## src/rtl/hub75_rx.sv

```systemverilog
// hub75_rx: receive-side model of a HUB75 LED panel. Rebuilds each shifted row pair
// into pixels and emits them as an addressed write stream with valid/ready handshake.
module hub75_rx #(
    parameter int unsigned COLS = 32,
    parameter int unsigned ROWS = 16
) (
    input  logic                              clk,
    input  logic                              rst,
    input  logic                              sclk,
    input  logic                              latch,
    input  logic                              blank,
    input  logic [2:0]                        dout_top,
    input  logic [2:0]                        dout_btm,
    input  logic [$clog2(ROWS)-1:0]           row_sel,
    output logic                              wr_vld,
    input  logic                              wr_rdy,
    output logic [$clog2(ROWS)+$clog2(COLS):0] wr_addr,
    output logic [2:0]                        wr_data,
    output logic                              row_lit,
    output logic                              frame_stb,
    output logic                              len_err,
    output logic                              ovf
);

    localparam int unsigned CW = $clog2(COLS);
    localparam int unsigned RW = $clog2(ROWS);
    localparam int unsigned BW = CW + 1;
    localparam logic [BW-1:0] CntFull = BW'(COLS);
    localparam logic [BW-1:0] CntSat  = BW'(COLS + 1);
    localparam logic [CW-1:0] ColLast = CW'(COLS - 1);
    localparam logic [RW-1:0] RowLast = RW'(ROWS - 1);

    typedef enum logic [1:0] {StIdle, StDrainTop, StDrainBtm} state_e;

    logic          sclk_q, sclk_qq, latch_q, latch_qq, blank_q;
    logic          sclk_rise_q, latch_rise_q;
    logic [2:0]    dout_top_q, dout_top_qq, dout_btm_q, dout_btm_qq;
    logic [RW-1:0] row_sel_q, row_sel_qq;

    logic [COLS-1:0][2:0] shift_top_q, shift_top_d, shift_btm_q, shift_btm_d;
    logic [COLS-1:0][2:0] hold_top_q, hold_btm_q;
    logic [RW-1:0]        hold_row_q;
    logic [BW-1:0]        bit_cnt_q, bit_cnt_d, cnt_shifted;
    logic [CW-1:0]        col_q, col_d;
    state_e               state_q, state_d;
    logic                 latch_ok, len_err_d, ovf_d, frame_d;

    // Input stage: register pins, delay once more, register edge flags with aligned data.
    // Edge-detect history resets high so a line already high at release is not an edge.
    always_ff @(posedge clk) begin
        if (rst) begin
            sclk_q       <= 1'b1;
            sclk_qq      <= 1'b1;
            latch_q      <= 1'b1;
            latch_qq     <= 1'b1;
            blank_q      <= 1'b0;
            sclk_rise_q  <= 1'b0;
            latch_rise_q <= 1'b0;
            dout_top_q   <= '0;
            dout_top_qq  <= '0;
            dout_btm_q   <= '0;
            dout_btm_qq  <= '0;
            row_sel_q    <= '0;
            row_sel_qq   <= '0;
        end else begin
            sclk_q       <= sclk;
            sclk_qq      <= sclk_q;
            latch_q      <= latch;
            latch_qq     <= latch_q;
            blank_q      <= blank;
            sclk_rise_q  <= sclk_q & ~sclk_qq;
            latch_rise_q <= latch_q & ~latch_qq;
            dout_top_q   <= dout_top;
            dout_top_qq  <= dout_top_q;
            dout_btm_q   <= dout_btm;
            dout_btm_qq  <= dout_btm_q;
            row_sel_q    <= row_sel;
            row_sel_qq   <= row_sel_q;
        end
    end

    // Shift and bit count; a same-cycle shift is folded in before the latch is judged.
    always_comb begin
        shift_top_d = shift_top_q;
        shift_btm_d = shift_btm_q;
        cnt_shifted = bit_cnt_q;
        if (sclk_rise_q) begin
            shift_top_d = {shift_top_q[COLS-2:0], dout_top_qq};
            shift_btm_d = {shift_btm_q[COLS-2:0], dout_btm_qq};
            if (bit_cnt_q != CntSat) begin
                cnt_shifted = bit_cnt_q + BW'(1);
            end
        end
        bit_cnt_d = latch_rise_q ? '0 : cnt_shifted;
        len_err_d = latch_rise_q && (cnt_shifted != CntFull);
        ovf_d     = latch_rise_q && (cnt_shifted == CntFull) && (state_q != StIdle);
        latch_ok  = latch_rise_q && (cnt_shifted == CntFull) && (state_q == StIdle);
    end

    // Datapath registers: shift chains, hold copy of a latched row, status pulses.
    always_ff @(posedge clk) begin
        if (rst) begin
            shift_top_q <= '0;
            shift_btm_q <= '0;
            hold_top_q  <= '0;
            hold_btm_q  <= '0;
            hold_row_q  <= '0;
            bit_cnt_q   <= '0;
            row_lit     <= 1'b0;
            len_err     <= 1'b0;
            ovf         <= 1'b0;
            frame_stb   <= 1'b0;
        end else begin
            shift_top_q <= shift_top_d;
            shift_btm_q <= shift_btm_d;
            bit_cnt_q   <= bit_cnt_d;
            row_lit     <= ~blank_q;
            len_err     <= len_err_d;
            ovf         <= ovf_d;
            frame_stb   <= frame_d;
            if (latch_ok) begin
                hold_top_q <= shift_top_d;
                hold_btm_q <= shift_btm_d;
                hold_row_q <= row_sel_qq;
            end
        end
    end

    // Drain FSM state and column counter.
    always_ff @(posedge clk) begin
        if (rst) begin
            state_q <= StIdle;
            col_q   <= '0;
        end else begin
            state_q <= state_d;
            col_q   <= col_d;
        end
    end

    // Drain next-state and write-port outputs; top half first, then bottom half.
    always_comb begin
        state_d   = state_q;
        col_d     = col_q;
        wr_vld    = 1'b0;
        wr_addr   = '0;
        wr_data   = '0;
        frame_d   = 1'b0;
        case (state_q)
            StIdle: begin
                if (latch_ok) begin
                    state_d = StDrainTop;
                    col_d   = '0;
                end
            end
            StDrainTop: begin
                wr_vld  = 1'b1;
                wr_addr = {1'b0, hold_row_q, col_q};
                wr_data = hold_top_q[col_q];
                if (wr_rdy) begin
                    col_d = col_q + CW'(1);
                    if (col_q == ColLast) begin
                        col_d   = '0;
                        state_d = StDrainBtm;
                    end
                end
            end
            StDrainBtm: begin
                wr_vld  = 1'b1;
                wr_addr = {1'b1, hold_row_q, col_q};
                wr_data = hold_btm_q[col_q];
                if (wr_rdy) begin
                    col_d = col_q + CW'(1);
                    if (col_q == ColLast) begin
                        col_d   = '0;
                        state_d = StIdle;
                        frame_d = (hold_row_q == RowLast);
                    end
                end
            end
            default: state_d = StIdle;
        endcase
    end

endmodule

```

## config.mk

```make
export PLATFORM = sky130hd
export DESIGN_NAME = hub75_rx
export DESIGN_NICKNAME = d
export VERILOG_FILES = /design/src/rtl/hub75_rx.sv
export SDC_FILE = /design/constraint.sdc
export NUM_CORES = 1
export LEC_CHECK = 0
export BUFFER_PORTS_ARGS = -buffer_cell sky130_fd_sc_hd__buf_2
export CAP_MARGIN = 20
export CORE_ASPECT_RATIO = 1.25
export CORE_MARGIN = 5
export CORE_UTILIZATION = 45
export DETAILED_ROUTE_END_ITERATION = 8
export SLEW_MARGIN = 15
export SYNTH_ARGS = -nofsm -noshare
export SYNTH_HDL_FRONTEND = slang
export SYNTH_SLANG_ARGS = --single-unit
```

## constraint.sdc

```tcl
create_clock -name clk -period 3 [get_ports clk]
set_input_delay 0.6 -clock clk [delete_from_list [all_inputs] [get_ports clk]]
set_output_delay 0.6 -clock clk [all_outputs]
set_load 0.02 [all_outputs]
```

==> qor.csv <==
stage;metric;value;unit
sta;Clock Skews;0.0213;ns
synthesis;Synth Cell Area;17300;um2
run_status;failing checks;setup timing;
placed_design;Post-Place Cell Area;17800;um2
placed_design;worst slack at placement;0.166;ns
setup_path;WS Path Type;register to output pin;
layout;Antenna diodes;0;
synthesis;sequential area share after synthesis;0.501;
floorplanning;CORE AREA;38000;um2
synthesis;number of synthesized flops with an enable pin;0;
setup_path;CP max-delay cell;mux4_2;
global_routing;largest net degree at the start of global routing;111;
synthesis;Gate Count Post-Synth;1738;
layout;final instance area;19500;um2
drt;Iteration-0 DRC Markers;672;
synthesis;Synth Warn #;0;
synthesis;synth unique cells;53;
setup_path;Worst Path Arrival;2.78;ns
global_routing;GRT busiest layer;met2;
cts;CTS tree;yes;
placed_design;DP HPWL;19700;um
synthesis;biggest area consumer among synthesized cells;dfxtp_1;
pwr;PD cells;593;nW/um2
drt;wire per inst;14.7;um
worst_hold_path;worst min path class;input pin to register;
pwr;Pleak;6.63;nW
layout;area occupied by multi-input gates;7980;um2
setup_path;Worst EP required;2.40;ns
cts;clock tree root buffer cell;clkbuf_16;
floorplanning;Die X-Extent;185;um
global_routing;grt met1 use;0.208;
sta;# setup viols final;3;
cts;hold buffers post-CTS;0;
floorplanning;die height;229;um
cts;clock latency on the worst-skew pair;0.55;ns
sta;max_slew headroom;0.517;
setup_path;critical path cell sequence;buf_12 -> clkbuf_16 -> mux4_2 -> mux4_2 -> mux2i_1 -> o22ai_2 -> buf_6;
layout;most common cell after layout, fill and taps aside;dfxtp_1;
drt;Routed WL;33000;um
global_routing;grt ovf;0;
floorplanning;Rows;80;
cts;H-tree depth;2;
placed_design;Final GP Congestion;0.736;
cts;TritonCTS buffer count;43;
job;Max Cap Violations;0;
floorplanning;die outline area;42400;um2
synthesis;Primary FF master, synth;dfxtp_1;
synthesis;Async S/R FF share, synth;0;
pwr;Max rail drop VDD;354;uV
global_routing;met3 track demand over resource;0.0239;
synthesis;Yosys reg bits;432;
global_routing;met2 GRT Util;0.251;
setup_path;highest fanout seen on the critical path;7;
cts;CTS clock-pin slew for the worst setup and hold paths;0.06;ns
sta;final hold vios;0;
synthesis;area share of the largest cell type after synthesis;0.501;
sta;RSZ-0062 raised after global routing;true;
layout;Area Growth Syn to Fin;13.1;%
synthesis;Synth area leaders;dfxtp_1 50%, mux2i_1 12%, mux4_2 7.6%, nand2b_1 7.1%, nor2_1 4.4%;
global_routing;vias in the first global route;10900;
floorplanning;initial core utilization;0.454;
drt;antenna viol nets, final;0;
pwr;Total Power;0.0116;W
sta;Max Transition Viols Final;0;
setup_path;Worst setup SP type;register;
sta;Fmax;296;MHz
global_routing;global-route usage over all layers;0.153;
cts;# clock sinks;432;
sta;total negative slack;-1.02;ns
drt;number of remaining DRC errors;0;
drt;DR pass1 iterations;4;
drt;routed via count;11400;
setup_path;Buf+Inv Stages, Crit Path;3;
layout;Layout fillers;3438;
sta;Worst Tran Pin Value;0.717;ns
drt;Vias/cell;5.05;
layout;Nets;1752;
layout;share of post-route cells with drive strength above 1;0.138;
global_routing;first-pass GRT wire length;54900;um
placed_design;number of port buffers;33;
setup_path;CP dominant cell by count;mux4_2;
layout;FF/Latch Area;8660;um2
sta;Final period util;1.13;
cts;CTS max path bufs;3;
floorplanning;# IOs;34;
sta;minimum clock period;3.38;ns
setup_path;crit end category;output pin;
setup_path;max incr delay on CP;0.50;ns
sta;worst setup margin;-0.376;ns
setup_path;CP delay by family, top;multiplexers;
run_status;outcome;finished with violations;
layout;most frequent cells in the layout;429 x dfxtp_1, 202 x nor2_1, 201 x mux2i_1, 201 x nand2_1, 195 x nand2b_1;
synthesis;syn_area_per_cell;9.93;um2
synthesis;syn nets;1763;
global_routing;initial antenna violation count;0;
routing by layer:
metal	up-vias	routed length (um)
met5	-	0
met4	0	761
met3	53	1020
met2	103	15800
met1	5368	15400
li1	5832	-
path summary, 6_finish.rpt:
check | from | cells after the start | to | slack [ns]
hold / removal | sclk | 2 | sclk_q | 0.24
setup reg to reg | bit_cnt_q[0] | 7 | col_q[4] | 0.42
hold reg to reg | sclk_qq | 1 | sclk_rise_q | 0.38
setup / recovery | col_q[0] | 7 | wr_data[1] | -0.38
area by class of cell:
type	instances	share of cell area
clock buffers	59	0.0639
clock inverters	17	0.0120
inverters	6	0.00115
multi-input cells	1170	0.409
flip-flops and latches	432	0.444
well taps	492	0.0315
repair buffers	74	0.0388
state kept, by name (all words and copies together) (netlist names), 2 cells and up:
register and cells:
bit_cnt_q 6, col_q 5, dout_btm_q 3, dout_btm_qq 3, dout_top_q 3, dout_top_qq 3, hold_btm_q 96, hold_row_q 4
hold_top_q 96, row_sel_q 4, row_sel_qq 4, shift_btm_q 96, shift_top_q 96, state_q 2
report_power, final:
group	internal, W	switching (W)	total, W	leakage [nW]
logic	0.000112	0.000148	0.000260	2.42
registers	0.00575	0.0000107	0.00576	3.49
clock network	0.00335	0.00220	0.00555	0.728
Yosys cell counts (2+ instances only):
library cell,number
dfxtp_1,432
mux2i_1,203
nor2_1,202
nand2_1,201
nand2b_1,195
o21ai_1,110
clkbuf_1,75
o21ai_0,75
mux4_2,58
buf_1,23
nor2b_1,22
buf_6,15
buf_2,13
and2_1,10
nand2_2,10
o21ai_2,10
ha_1,9
nor3_1,9
a21oi_1,5
inv_1,5
nand3_1,5
or2_2,5
and3_1,3
clkbuf_2,3
nand4b_1,3
xor2_1,3
a22oi_1,2
a31oi_1,2
nand3b_1,2
nand4_1,2
nor3b_1,2
o22ai_1,2
o31ai_1,2
worst register-to-register path, stage by stage (launching register included):
cell	delay, ns
dfxtp_1	0.49
ha_1	0.20
nor4b_4	0.26
a31o_1	0.19
a41oi_1	0.09
o41ai_2	0.72
nand2_1	0.32
mux2i_1	0.20
logic make-up (layout without fill, tap and decap cells):
logic type | Yosys count | after routing | synth area share
AND/OR/NAND/NOR | 676 | 676 | 0.189
flip-flops | 432 | 432 | 0.501
multiplexers | 262 | 262 | 0.194
AO/OA/AOI/OAI | 219 | 219 | 0.0692
buffers and inverters | 136 | 156 | 0.0382
adder cells (fa/ha/maj) | 9 | 9 | 0.00653
XOR/XNOR | 4 | 4 | 0.00203
timing repair:
action / in CTS / in global routing
gates resized for setup: 3 / 11
setup buffers: 1 / 3
gates cloned: 0 / 4
setup endpoints to repair: 3 / 3
hold endpoints to repair: 0 / 0
pin swaps: 0 / 5
through the flow:
| step | cells | hold WS, ns | util |
|---|---|---|---|
| floorplan | 1738 | 0.368 | - |
| global placement | 2166 | 0.370 | 0.469 |
| detailed placement | 2166 | 0.372 | 0.469 |
| CTS | 2243 | 0.201 | 0.509 |
| global route | 2250 | 0.224 | 0.513 |
| finish | 2250 | 0.237 | 0.513 |
No activity file was read; power rests on OpenSTA's default activity.
